===== src/rtl/acc_cu_pkg.sv =====
// Shared types and encodings for the accumulator control unit: sequencer states,
// instruction classes and the select codes driven onto the datapath.
package acc_cu_pkg;

    localparam int STATE_W = 2;

    typedef enum logic [STATE_W-1:0] {
        ST_FETCH   = 2'b00,
        ST_DECODE  = 2'b01,
        ST_EXECUTE = 2'b10,
        ST_HALT    = 2'b11
    } state_e;

    // Instruction class lives in instr[7:5]; the operand (address or immediate) below it.
    localparam logic [2:0] CLS_LDA  = 3'b000;
    localparam logic [2:0] CLS_STA  = 3'b001;
    localparam logic [2:0] CLS_ADD  = 3'b010;
    localparam logic [2:0] CLS_SUB  = 3'b011;
    localparam logic [2:0] CLS_JMP  = 3'b100;
    localparam logic [2:0] CLS_JZ   = 3'b101;
    localparam logic [2:0] CLS_IMM  = 3'b110;
    localparam logic [2:0] CLS_MISC = 3'b111;

    localparam logic [7:0] OP_NOT = 8'hE0;
    localparam logic [7:0] OP_CLR = 8'hE1;
    localparam logic [7:0] OP_HLT = 8'hFF;

    localparam logic [3:0] ALU_ADD = 4'b0000;
    localparam logic [3:0] ALU_SUB = 4'b0001;
    localparam logic [3:0] ALU_AND = 4'b0010;
    localparam logic [3:0] ALU_OR  = 4'b0011;
    localparam logic [3:0] ALU_XOR = 4'b0100;
    localparam logic [3:0] ALU_NOT = 4'b0101;
    localparam logic [3:0] ALU_NOP = 4'b1111;

    localparam logic [1:0] PC_INC  = 2'b00;
    localparam logic [1:0] PC_JUMP = 2'b01;

    localparam logic [1:0] ACC_ALU  = 2'b00;
    localparam logic [1:0] ACC_MEM  = 2'b01;
    localparam logic [1:0] ACC_ZERO = 2'b10;

    localparam logic [1:0] ADDR_PC    = 2'b00;
    localparam logic [1:0] ADDR_INSTR = 2'b01;

    localparam logic B_MEM = 1'b0;
    localparam logic B_IMM = 1'b1;

    // Classes whose operand is a data-memory address that must be presented from DECODE on.
    function automatic logic is_mem_operand(input logic [7:0] instr);
        return (instr[7:5] == CLS_LDA) || (instr[7:5] == CLS_STA) ||
               (instr[7:5] == CLS_ADD) || (instr[7:5] == CLS_SUB);
    endfunction

endpackage


===== src/rtl/acc_cu_decoder.sv =====
// Combinational map from sequencer state, IR byte and ZF to raw datapath controls.
// ACC_CU_TRAP_ILLEGAL_EN: undefined encodings request HALT instead of executing as NOP.
module acc_cu_decoder
    import acc_cu_pkg::*;
(
    input  logic [STATE_W-1:0] state,
    input  logic [7:0]         instr,
    input  logic               zf,
    output logic               pc_write_enable,
    output logic [1:0]         pc_mux_select,
    output logic               acc_write_enable,
    output logic [1:0]         acc_mux_select,
    output logic               ir_load_enable,
    output logic [3:0]         alu_opcode,
    output logic               alu_inputb_mux_select,
    output logic               memory_write_enable,
    output logic [1:0]         memory_address_mux_select,
    output logic               halt_req
);

    always_comb begin
        pc_write_enable           = 1'b0;
        pc_mux_select             = PC_INC;
        acc_write_enable          = 1'b0;
        acc_mux_select            = ACC_ALU;
        ir_load_enable            = 1'b0;
        alu_opcode                = ALU_NOP;
        alu_inputb_mux_select     = B_MEM;
        memory_write_enable       = 1'b0;
        memory_address_mux_select = ADDR_PC;
        halt_req                  = 1'b0;

        case (state_e'(state))
            ST_FETCH: begin
                memory_address_mux_select = ADDR_PC;
                ir_load_enable            = 1'b1;
                pc_write_enable           = 1'b1;
                pc_mux_select             = PC_INC;
            end
            ST_DECODE: begin
                if (is_mem_operand(instr)) begin
                    memory_address_mux_select = ADDR_INSTR;
                end
            end
            ST_EXECUTE: begin
                case (instr[7:5])
                    CLS_LDA: begin
                        memory_address_mux_select = ADDR_INSTR;
                        acc_write_enable          = 1'b1;
                        acc_mux_select            = ACC_MEM;
                    end
                    CLS_STA: begin
                        memory_address_mux_select = ADDR_INSTR;
                        memory_write_enable       = 1'b1;
                    end
                    CLS_ADD: begin
                        memory_address_mux_select = ADDR_INSTR;
                        acc_write_enable          = 1'b1;
                        acc_mux_select            = ACC_ALU;
                        alu_opcode                = ALU_ADD;
                        alu_inputb_mux_select     = B_MEM;
                    end
                    CLS_SUB: begin
                        memory_address_mux_select = ADDR_INSTR;
                        acc_write_enable          = 1'b1;
                        acc_mux_select            = ACC_ALU;
                        alu_opcode                = ALU_SUB;
                        alu_inputb_mux_select     = B_MEM;
                    end
                    CLS_JMP: begin
                        pc_write_enable = 1'b1;
                        pc_mux_select   = PC_JUMP;
                    end
                    CLS_JZ: begin
                        if (zf) begin
                            pc_write_enable = 1'b1;
                            pc_mux_select   = PC_JUMP;
                        end
                    end
                    CLS_IMM: begin
                        acc_write_enable      = 1'b1;
                        acc_mux_select        = ACC_ALU;
                        alu_inputb_mux_select = B_IMM;
                        alu_opcode            = instr[4] ? ALU_SUB : ALU_ADD;
                    end
                    CLS_MISC: begin
                        case (instr)
                            OP_NOT: begin
                                acc_write_enable = 1'b1;
                                acc_mux_select   = ACC_ALU;
                                alu_opcode       = ALU_NOT;
                            end
                            OP_CLR: begin
                                acc_write_enable = 1'b1;
                                acc_mux_select   = ACC_ZERO;
                            end
                            OP_HLT: begin
                                halt_req = 1'b1;
                            end
                            default: begin
`ifdef ACC_CU_TRAP_ILLEGAL_EN
                                halt_req = 1'b1;
`endif
                            end
                        endcase
                    end
                endcase
            end
            default: begin
            end
        endcase
    end

endmodule


===== src/rtl/accumulator_control_unit.sv =====
// Multi-cycle FETCH/DECODE/EXECUTE sequencer for the 8-bit accumulator machine; the
// 2-bit state register doubles as a scan segment. Optional macro: ACC_CU_TRAP_ILLEGAL_EN.
module accumulator_control_unit
    import acc_cu_pkg::*;
(
    input  logic       clk,
    input  logic       rst,
    input  logic       proc_en,
    input  logic       scan_enable,
    input  logic       scan_in,
    output logic       scan_out,
    input  logic [7:0] instr,
    input  logic       ZF,
    output logic       PC_write_enable,
    output logic [1:0] PC_mux_select,
    output logic       ACC_write_enable,
    output logic [1:0] ACC_mux_select,
    output logic       IR_load_enable,
    output logic [3:0] ALU_opcode,
    output logic       ALU_inputB_mux_select,
    output logic       Memory_write_enable,
    output logic [1:0] Memory_address_mux_select,
    output logic       halt
);

    state_e     state_q;
    state_e     state_d;
    logic       run_ok;

    logic       dec_pc_write_enable;
    logic [1:0] dec_pc_mux_select;
    logic       dec_acc_write_enable;
    logic [1:0] dec_acc_mux_select;
    logic       dec_ir_load_enable;
    logic [3:0] dec_alu_opcode;
    logic       dec_alu_inputb_mux_select;
    logic       dec_memory_write_enable;
    logic [1:0] dec_memory_address_mux_select;
    logic       dec_halt_req;

    acc_cu_decoder u_decoder (
        .state                     (state_q),
        .instr                     (instr),
        .zf                        (ZF),
        .pc_write_enable           (dec_pc_write_enable),
        .pc_mux_select             (dec_pc_mux_select),
        .acc_write_enable          (dec_acc_write_enable),
        .acc_mux_select            (dec_acc_mux_select),
        .ir_load_enable            (dec_ir_load_enable),
        .alu_opcode                (dec_alu_opcode),
        .alu_inputb_mux_select     (dec_alu_inputb_mux_select),
        .memory_write_enable       (dec_memory_write_enable),
        .memory_address_mux_select (dec_memory_address_mux_select),
        .halt_req                  (dec_halt_req)
    );

    always_ff @(posedge clk or negedge rst) begin
        if (!rst) begin
            state_q <= ST_FETCH;
        end else begin
            state_q <= state_d;
        end
    end

    // Scan shift takes priority over sequencing; every shifted-in code is a legal state.
    always_comb begin
        state_d = state_q;
        if (scan_enable) begin
            state_d = state_e'({scan_in, state_q[1]});
        end else if (proc_en) begin
            case (state_q)
                ST_FETCH:   state_d = ST_DECODE;
                ST_DECODE:  state_d = ST_EXECUTE;
                ST_EXECUTE: state_d = dec_halt_req ? ST_HALT : ST_FETCH;
                ST_HALT:    state_d = ST_HALT;
                default:    state_d = ST_FETCH;
            endcase
        end
    end

    // Reset is included in the gate so enables fall with rst, not at the next edge.
    assign run_ok = rst && !scan_enable && proc_en;

    always_comb begin
        PC_write_enable           = 1'b0;
        PC_mux_select             = PC_INC;
        ACC_write_enable          = 1'b0;
        ACC_mux_select            = ACC_ALU;
        IR_load_enable            = 1'b0;
        ALU_opcode                = ALU_NOP;
        ALU_inputB_mux_select     = B_MEM;
        Memory_write_enable       = 1'b0;
        Memory_address_mux_select = ADDR_PC;
        if (run_ok) begin
            PC_write_enable           = dec_pc_write_enable;
            PC_mux_select             = dec_pc_mux_select;
            ACC_write_enable          = dec_acc_write_enable;
            ACC_mux_select            = dec_acc_mux_select;
            IR_load_enable            = dec_ir_load_enable;
            ALU_opcode                = dec_alu_opcode;
            ALU_inputB_mux_select     = dec_alu_inputb_mux_select;
            Memory_write_enable       = dec_memory_write_enable;
            Memory_address_mux_select = dec_memory_address_mux_select;
        end
    end

    assign halt     = (state_q == ST_HALT);
    assign scan_out = state_q[0];

endmodule


===== config.mk =====
export PLATFORM = sky130hd
export DESIGN_NAME = accumulator_control_unit
export DESIGN_NICKNAME = d
export VERILOG_FILES = /design/src/rtl/acc_cu_pkg.sv /design/src/rtl/acc_cu_decoder.sv /design/src/rtl/accumulator_control_unit.sv
export SDC_FILE = /design/constraint.sdc
export NUM_CORES = 1
export LEC_CHECK = 0
export BUFFER_PORTS_ARGS = -buffer_cell sky130_fd_sc_hd__buf_4
export CELL_PAD_IN_SITES_DETAIL_PLACEMENT = 0
export CELL_PAD_IN_SITES_GLOBAL_PLACEMENT = 2
export CORE_MARGIN = 1.5
export CORE_UTILIZATION = 18
export CTS_BUF_LIST = sky130_fd_sc_hd__clkbuf_4 sky130_fd_sc_hd__clkbuf_8
export DETAILED_ROUTE_END_ITERATION = 10
export PLACE_DENSITY_LB_ADDON = 0.1
export SYNTH_ARGS = -nofsm -noshare
export SYNTH_HDL_FRONTEND = slang
export SYNTH_SLANG_ARGS = --single-unit

===== constraint.sdc =====
create_clock -name clk -period 1.48 [get_ports clk]
set_input_delay 0.074 -clock clk [delete_from_list [all_inputs] [get_ports clk]]
set_output_delay 0.074 -clock clk [all_outputs]
set_load 0.02 [all_outputs]

==> results of run 1 <==
-- power breakdown --
group	switching, uW	internal [uW]
clock network	32.4	89.6
logic	110	96.6
registers	7.96	63.4
-- cell usage in the layout, fill, tap and decap left out, types with 3 or more instances in the layout --
cell | Yosys | final
buf_4 | 3 | 33
nand2_1 | 6 | 5
a21oi_1 | 5 | 5
nor3_1 | 5 | 4
inv_1 | 6 | 4
nor4_2 | 0 | 3
ha_1 | 4 | 3
clkbuf_4 | 0 | 3
-- logic make-up (layout without fill, tap and decap cells) --
kind of cell,Yosys count,after routing,share of synthesized area (%)
buf+inv,10,43,13.1
other cells,1,2,0.983
simple gates,28,28,44.3
fa+ha+maj,4,4,13.1
flops,2,2,13.1
compound gates,10,10,15.4
-- synth_stat cells --
cell	count
or3_1	1
nor2_1	2
nand2_1	6
nor2b_4	1
conb_1	1
and3b_1	1
nand3b_1	1
nand4_1	2
dfrtp_1	2
o21a_1	1
and3_1	2
inv_1	6
o21ai_0	2
nor3_1	5
buf_4	3
or4_4	1
nor4_1	3
a21o_1	1
nand2b_1	2
nor3_2	1
a21oi_1	5
ha_1	4
clkbuf_2	1
o41ai_1	1
-- critical path: cells and delay by family (launching register included) --
family,cells,cell delay [ns]
AOI/OAI and AO/OA,1,0.30
adders and majority gates,1,0.16
buffers and inverters,2,0.27
DFF,1,0.37
and+or+nand+nor,1,0.06
-- metal layers --
layer	share of wire (%)	up-vias	routed length [um]	GRT usage, %
met4	0	0	0	7.14
li1	-	258	-	-
met2	51	21	661	18.0
met1	42	232	548	12.5
met5	0	-	0	0
met3	6.6	0	85	1.53
-- per-stage QoR --
step | worst slack, ns | TNS (ns)
floorplan | -0.150 | -0.378
detailed placement | 0.0679 | 0
global route | -0.0806 | -0.238
CTS | -0.00636 | -0.00974
finish | 0.0118 | 0
global placement | 0.113 | 0
-- path summary, 6_finish.rpt --
path	startpoint	to	slack [ns]	depth (start not counted)
max	state_q[0]	PC_write_enable	0.01	5
min	scan_enable	state_q[1]	0.18	3
max reg2reg	state_q[0]	state_q[0]	0.15	5
min reg2reg	state_q[1]	state_q[0]	0.74	3
max in group asynchronous	rst	state_q[1]	1.16	2
min in group asynchronous	rst	state_q[0]	0.19	2
-- layout make-up --
type / count / area (um2) / area share (%)
multi-input combinational: 44 / 340 / 46.8
timing repair buffer: 34 / 258 / 35.5
sequential: 2 / 50.0 / 6.88
tap: 27 / 33.8 / 4.65
clock buffer: 3 / 22.5 / 3.10
inverter: 6 / 22.5 / 3.10
-- repair_timing --
item | in CTS | in global routing
setup endpoints to repair | 9 | 6
hold endpoints to repair | 2 | 0
resized for setup | 4 | 4
hold buffers | 1 | 0
pin swaps | 0 | 3
buffers inserted | 1 | 3
==> key figures, run 1 <==
Yosys
  • Count of unique library cells instantiated by Yosys: 24
  • Synthesized instance count: 55
  • Top cell type's share of synthesized area: 13.1%
  • Yosys reg bits: 2
  • Top post-synthesis cells by area: dfrtp_1, ha_1, a21oi_1, nor3_1, buf_4
  • Area of the mapped netlist: 382 um2
  • Post-Syn Area per Cell: 6.94 um2
  • Yosys warns: 0
  • Largest area contributor in the netlist: dfrtp_1
  • Post-synthesis sequential area ratio: 13.1%

STA
  • Minimum clock period: 1.47 ns
  • Skew final: 0.00273 ns
  • RSZ-0062 raised after global routing: true
  • Fin crit share: 99.2%
  • Fmax: 681 MHz
  • Worst hold slack: 0.178 ns
  • Final hold violation count: 0
  • Pins Over Slew Limit: 0
  • Count of final setup violators: 0

Clock network
  • Root Buffer: clkbuf_4
  • # H-tree levels: 1
  • Clk Latency, worst-skew pair: 0.23 ns
  • Clock buffer depth: 2
  • CTS tree: built
  • Clock transition at path regs: 0.03 ns
  • CTS sink count: 2
  • CTS Buf Count: 3

GRT
  • Initial antenna violation count: 0
  • GRT Total Usage: 10.7%
  • First-pass GRT wire length: 1950 um
  • Pin count of the biggest net entering global routing: 9
  • Vias in the first global route: 469
  • Overflow after GRT: 0

Setup path
  • Worst setup EP type: primary output
  • Worst Path Required: 1.41 ns
  • Slowest CP cell: dfrtp_1
  • Max incr delay on CP: 0.37 ns
  • Critical-path cell list: inv_2 > ha_4 > nand2_4 > o41ai_2 > buf_4
  • CP Launch Type: register
  • WP data arrival: 1.39 ns
  • Crit path kind: register to primary output
  • Largest fanout on the critical path: 5

Pwr
  • Power Total: 400 uW
  • Max VDD drop: 0.349 mV
  • Pwr Density: 550 nW/um2
  • Leakage: 0.000370 uW

Job
  • Max-cap check violation count: 0

Drt
  • Post-Route WL: 1300 um
  • Via count: 511
  • DRT Pass-1 Iters: 4
  • Vias per inst: 4.41
  • Drt drc: 0
  • DR WL/cell: 11.2 um
  • DR iter-0 viols: 8
  • Post-route ant nets: 0

Layout
  • Largest registers: state_q (2)
  • Final #Nets: 109
  • Diodes inserted: 0
  • Design area: 727 um2
  • Max reg flops: 2
  • Largest register by flop count: state_q
  • Finished Layout Cells: 116
  • Fill cells: 219
  • Final core occ: 36.7%
  • Syn-to-layout area delta: 90.5%
  • Layout cells sized above 1: 55.1%

Worst hold path
  • Worst Hold Class: input port to register

Die
  • Die Y: 49.0 um
  • Core Region: 1980 um2
  • Initial core utilization: 19.3%
  • Die width: 49.0 um
  • FP Rows: 16
  • Total die area: 2410 um2
  • # IOs: 31

Place
  • I/O Buffers: 28
  • Routability cong.: 0.685
  • Dpl hpwl: 1000 um
  • Placed insts: 108
  • Dpl cell area: 632 um2

Run status
  • Status: finished, final reports clean
Note: power is estimated with default switching activity, not from simulation.
==> run 2: changes to the inputs <==
CORE_UTILIZATION = 21   (was 18)
SYNTH_HIERARCHICAL = 1   (was not set)
==> run 2 against run 1 <==
Compared with the run above: worst setup slack got worse by 0.12 ns; clock skew up 0.0082 ns; cell area increased by 15%; count of clock-buffer cells in the layout increased by 1; the flow now finishes with violations (negative setup slack); sequential cell count did not move; worst hold slack got worse by 0.073 ns; register-to-register slack about the same.
==> key figures, run 2 <==
GRT
  • Vias in the first global route: 524 (was 469)
  • First-pass GRT wire length: 2020 um (was 1950 um)
  • Initial antenna violation count: 0 (unchanged)
  • Pin count of the biggest net entering global routing: 16 (was 9)
  • Overflow after GRT: 0 (unchanged)
  • GRT Total Usage: 10.3% (was 10.7%)

Yosys
  • Number of synthesized flops with an enable pin: 0 (unchanged)
  • Largest area contributor in the netlist: and2_1 (was dfrtp_1)
  • Post-Syn Area per Cell: 7.53 um2 (was 6.94 um2)
  • Most common cell in the synthesized netlist: and2_1
  • Count of unique library cells instantiated by Yosys: 30 (was 24)
  • Top FF cell, synth: dfrtp_1 (unchanged)
  • Post-synth ARST share: 100% (unchanged)
  • Yosys warns: 6 (was 0)
  • Top cell type's share of synthesized area: 17.7% (was 13.1%)
  • Commonest cells in the netlist: and2_1, nand2b_1 (was inv_1, nand2_1, a21oi_1, nor3_1, ha_1)
  • Area of the mapped netlist: 459 um2 (was 382 um2)
  • Synthesized instance count: 61 (was 55)
  • Top post-synthesis cells by area: and2_1, dfrtp_1, ha_1, nand2b_1, buf_4 (was dfrtp_1, ha_1, a21oi_1, nor3_1, buf_4)
  • Post-synthesis sequential area ratio: 10.9% (was 13.1%)
  • Yosys reg bits: 2 (unchanged)

Pwr
  • Clock power frac: 34.5% (was 30.5%)
  • Power Total: 443 uW (was 400 uW)
  • Leakage: 0.000392 uW (was 0.000370 uW)
  • Max VDD drop: 0.345 mV (was 0.349 mV)
  • Pwr Density: 531 nW/um2 (was 550 nW/um2)
  • Cell-internal power: 301 uW (was 250 uW)
  • Sw frac: 31.9% (was 37.6%)
  • Seq pwr share: 15.7% (was 17.9%)
  • Switching pwr: 141 uW (was 150 uW)
  • Logic pwr share: 49.8% (was 51.6%)

Die
  • FP Rows: 16 (unchanged)
  • Core Region: 2000 um2 (was 1980 um2)
  • Die width: 49.8 um (was 49.0 um)
  • Initial core utilization: 22.9% (was 19.3%)
  • Die Y: 49.8 um (was 49.0 um)
  • # IOs: 31 (unchanged)
  • Total die area: 2480 um2 (was 2410 um2)

STA
  • Fmax: 630 MHz (was 681 MHz)
  • Setup_tns: -0.629 ns (was 0 ns)
  • PnR worst setup slack: -0.106 ns (was 0.0118 ns)
  • RSZ-0062 raised after global routing: true (unchanged)
  • Fin crit share: 107% (was 99.2%)
  • Pins Over Slew Limit: 0 (unchanged)
  • Final hold violation count: 0 (unchanged)
  • Skew final: 0.0109 ns (was 0.00273 ns)
  • Count of final setup violators: 10 (was 0)
  • Worst slew pin tran: 0.564 ns
  • Minimum clock period: 1.59 ns (was 1.47 ns)
  • Slew headroom: 62.4%

Layout
  • Finished Layout Cells: 124 (was 116)
  • Most common cell after layout, fill and taps aside: buf_4 (unchanged)
  • Final #Nets: 115 (was 109)
  • Register Area: 51.3 um2 (was 50.0 um2)
  • Syn-to-layout area delta: 81.5% (was 90.5%)
  • Layout cells sized above 1: 57.7% (was 55.1%)
  • Largest register by flop count: state_q (unchanged)
  • Largest registers: state_q (2) (unchanged)
  • Multi-input gate area: 408 um2 (was 340 um2)
  • Most frequent cells in the layout: buf_4, and2_1, buf_6, nand2b_1, clkbuf_4 (was buf_4, nand2_1, a21oi_1, nor3_1, inv_1)
  • Diodes inserted: 0 (unchanged)
  • Fill cells: 238 (was 219)
  • Design area: 833 um2 (was 727 um2)
  • Max reg flops: 2 (unchanged)

Job
  • Max-cap check violation count: 0 (unchanged)

Run status
  • Status: finished with violations (was finished, final reports clean)
  • Failing checks: negative setup slack

Setup path
  • CP Launch Type: register (unchanged)
  • WP data arrival: 1.51 ns (was 1.39 ns)
  • Critical-path cell list: inv_2 > ha_4 > nand2_2 > a211o_2 > nand2b_4 > buf_6 (was inv_2 > ha_4 > nand2_4 > o41ai_2 > buf_4)
  • Max incr delay on CP: 0.40 ns (was 0.37 ns)
  • Slowest CP cell: dfrtp_2 (was dfrtp_1)
  • Largest fanout on the critical path: 4 (was 5)
  • Worst setup EP type: primary output (unchanged)
  • Crit path kind: register to primary output (unchanged)
  • Worst Path Required: 1.41 ns (about the same)

Place
  • Dpl cell area: 718 um2 (was 632 um2)
  • I/O Buffers: 28 (unchanged)
  • Placed insts: 118 (was 108)
  • Routability cong.: 0.658 (was 0.685)
  • Dpl hpwl: 959 um (was 1000 um)

Clock network
  • Clock transition at path regs: 0.04 ns (was 0.03 ns)
  • Clock buffer depth: 2 (unchanged)
  • CTS sink count: 2 (unchanged)
  • CTS tree: built (unchanged)
  • CTS Buf Count: 3 (unchanged)
  • # H-tree levels: 1 (unchanged)
  • Clk Latency, worst-skew pair: 0.23 ns (about the same)
  • Root Buffer: clkbuf_4 (unchanged)

Drt
  • DRT Pass-1 Iters: 3 (was 4)
  • Vias per inst: 4.31 (was 4.41)
  • Post-route ant nets: 0 (unchanged)
  • DR iter-0 viols: 4 (was 8)
  • Via count: 535 (was 511)
  • Post-Route WL: 1230 um (was 1300 um)
  • Drt drc: 0 (unchanged)
  • DR WL/cell: 9.91 um (was 11.2 um)

Worst hold path
  • Worst Hold Class: input port to register (unchanged)
run 2: cell count changes after synthesis, moves of 3 or more:
cell      delta
inv_1        -3
nand2_1      -4
nor3_1       -4
nand2b_1     +3
and2_1      +13
run 2: path summary, 6_finish.rpt:
kind	start	cells past startpoint	slack, ns	end
worst min register to register	state_q[0]	2	0.67	state_q[0]
min in group asynchronous	rst	2	0.18	state_q[0]
worst max register to register	state_q[0]	7	0.14	state_q[0]
max in group asynchronous	rst	2	1.16	state_q[0]
worst min-delay path	scan_in	3	0.10	state_q[1]
worst max-delay path	state_q[0]	6	-0.11	ALU_opcode[0]
run 2: worst max-delay path, delay by kind of cell (launching register included):
kind | cells | cell delay (ns)
AO/OA/AOI/OAI | 1 | 0.31
flip-flops | 1 | 0.40
AND/OR/NAND/NOR | 2 | 0.22
adder cells (fa/ha/maj) | 1 | 0.15
buffers and inverters | 2 | 0.21
run 2: layout make-up:
type / instances / share of cell area (%)
tap: 27 / 4.05
multi-input combinational: 51 / 48.9
inverter: 4 / 1.80
timing repair buffer: 36 / 35.4
clock buffer: 4 / 3.60
sequential: 2 / 6.16
run 2: logic make-up after synthesis:
kind of cell / Yosys count / synth area share (%)
other: 1 / 0.817
DFF: 2 / 10.9
adders and majority gates: 3 / 8.18
buffers and inverters: 9 / 11.4
AOI/OAI and AO/OA: 9 / 15.0
and+or+nand+nor: 37 / 53.7
run 2: routing by layer:
layer	global-route usage, %	part of all wire, %
met4	6.94	0
met2	18.4	49
met5	0	0
met1	11.5	43
met3	0.909	7.4
run 2: power groups by stage:
stage	clock network [uW]	registers (uW)	logic (uW)
6_report	153	69.4	221
5_1_grt	163	70.6	244
4_1_cts	159	69.6	216
3_5_place_dp	0	67.8	196
3_3_place_gp	0	67.5	197
2_1_floorplan	0	78.0	95.6
run 2: stage by stage:
step                      setup WS, ns  hold WS (ns)  utilization (%)
after floorplan                0.00524        -0.222                -
after global routing            -0.193         0.130             41.6
after CTS                       -0.120         0.105             40.6
final                           -0.106         0.105             41.6
after global placement          0.0380        -0.137             35.9
after detailed placement        0.0144        -0.135             35.9
run 2: repair_timing:
action	4_1_cts	5_1_grt
buffers inserted	1	0
endpoints found under the hold margin	2	0
pin swaps	2	1
gates resized for setup	11	4
hold buffers	1	0
endpoints found under the setup margin	12	11
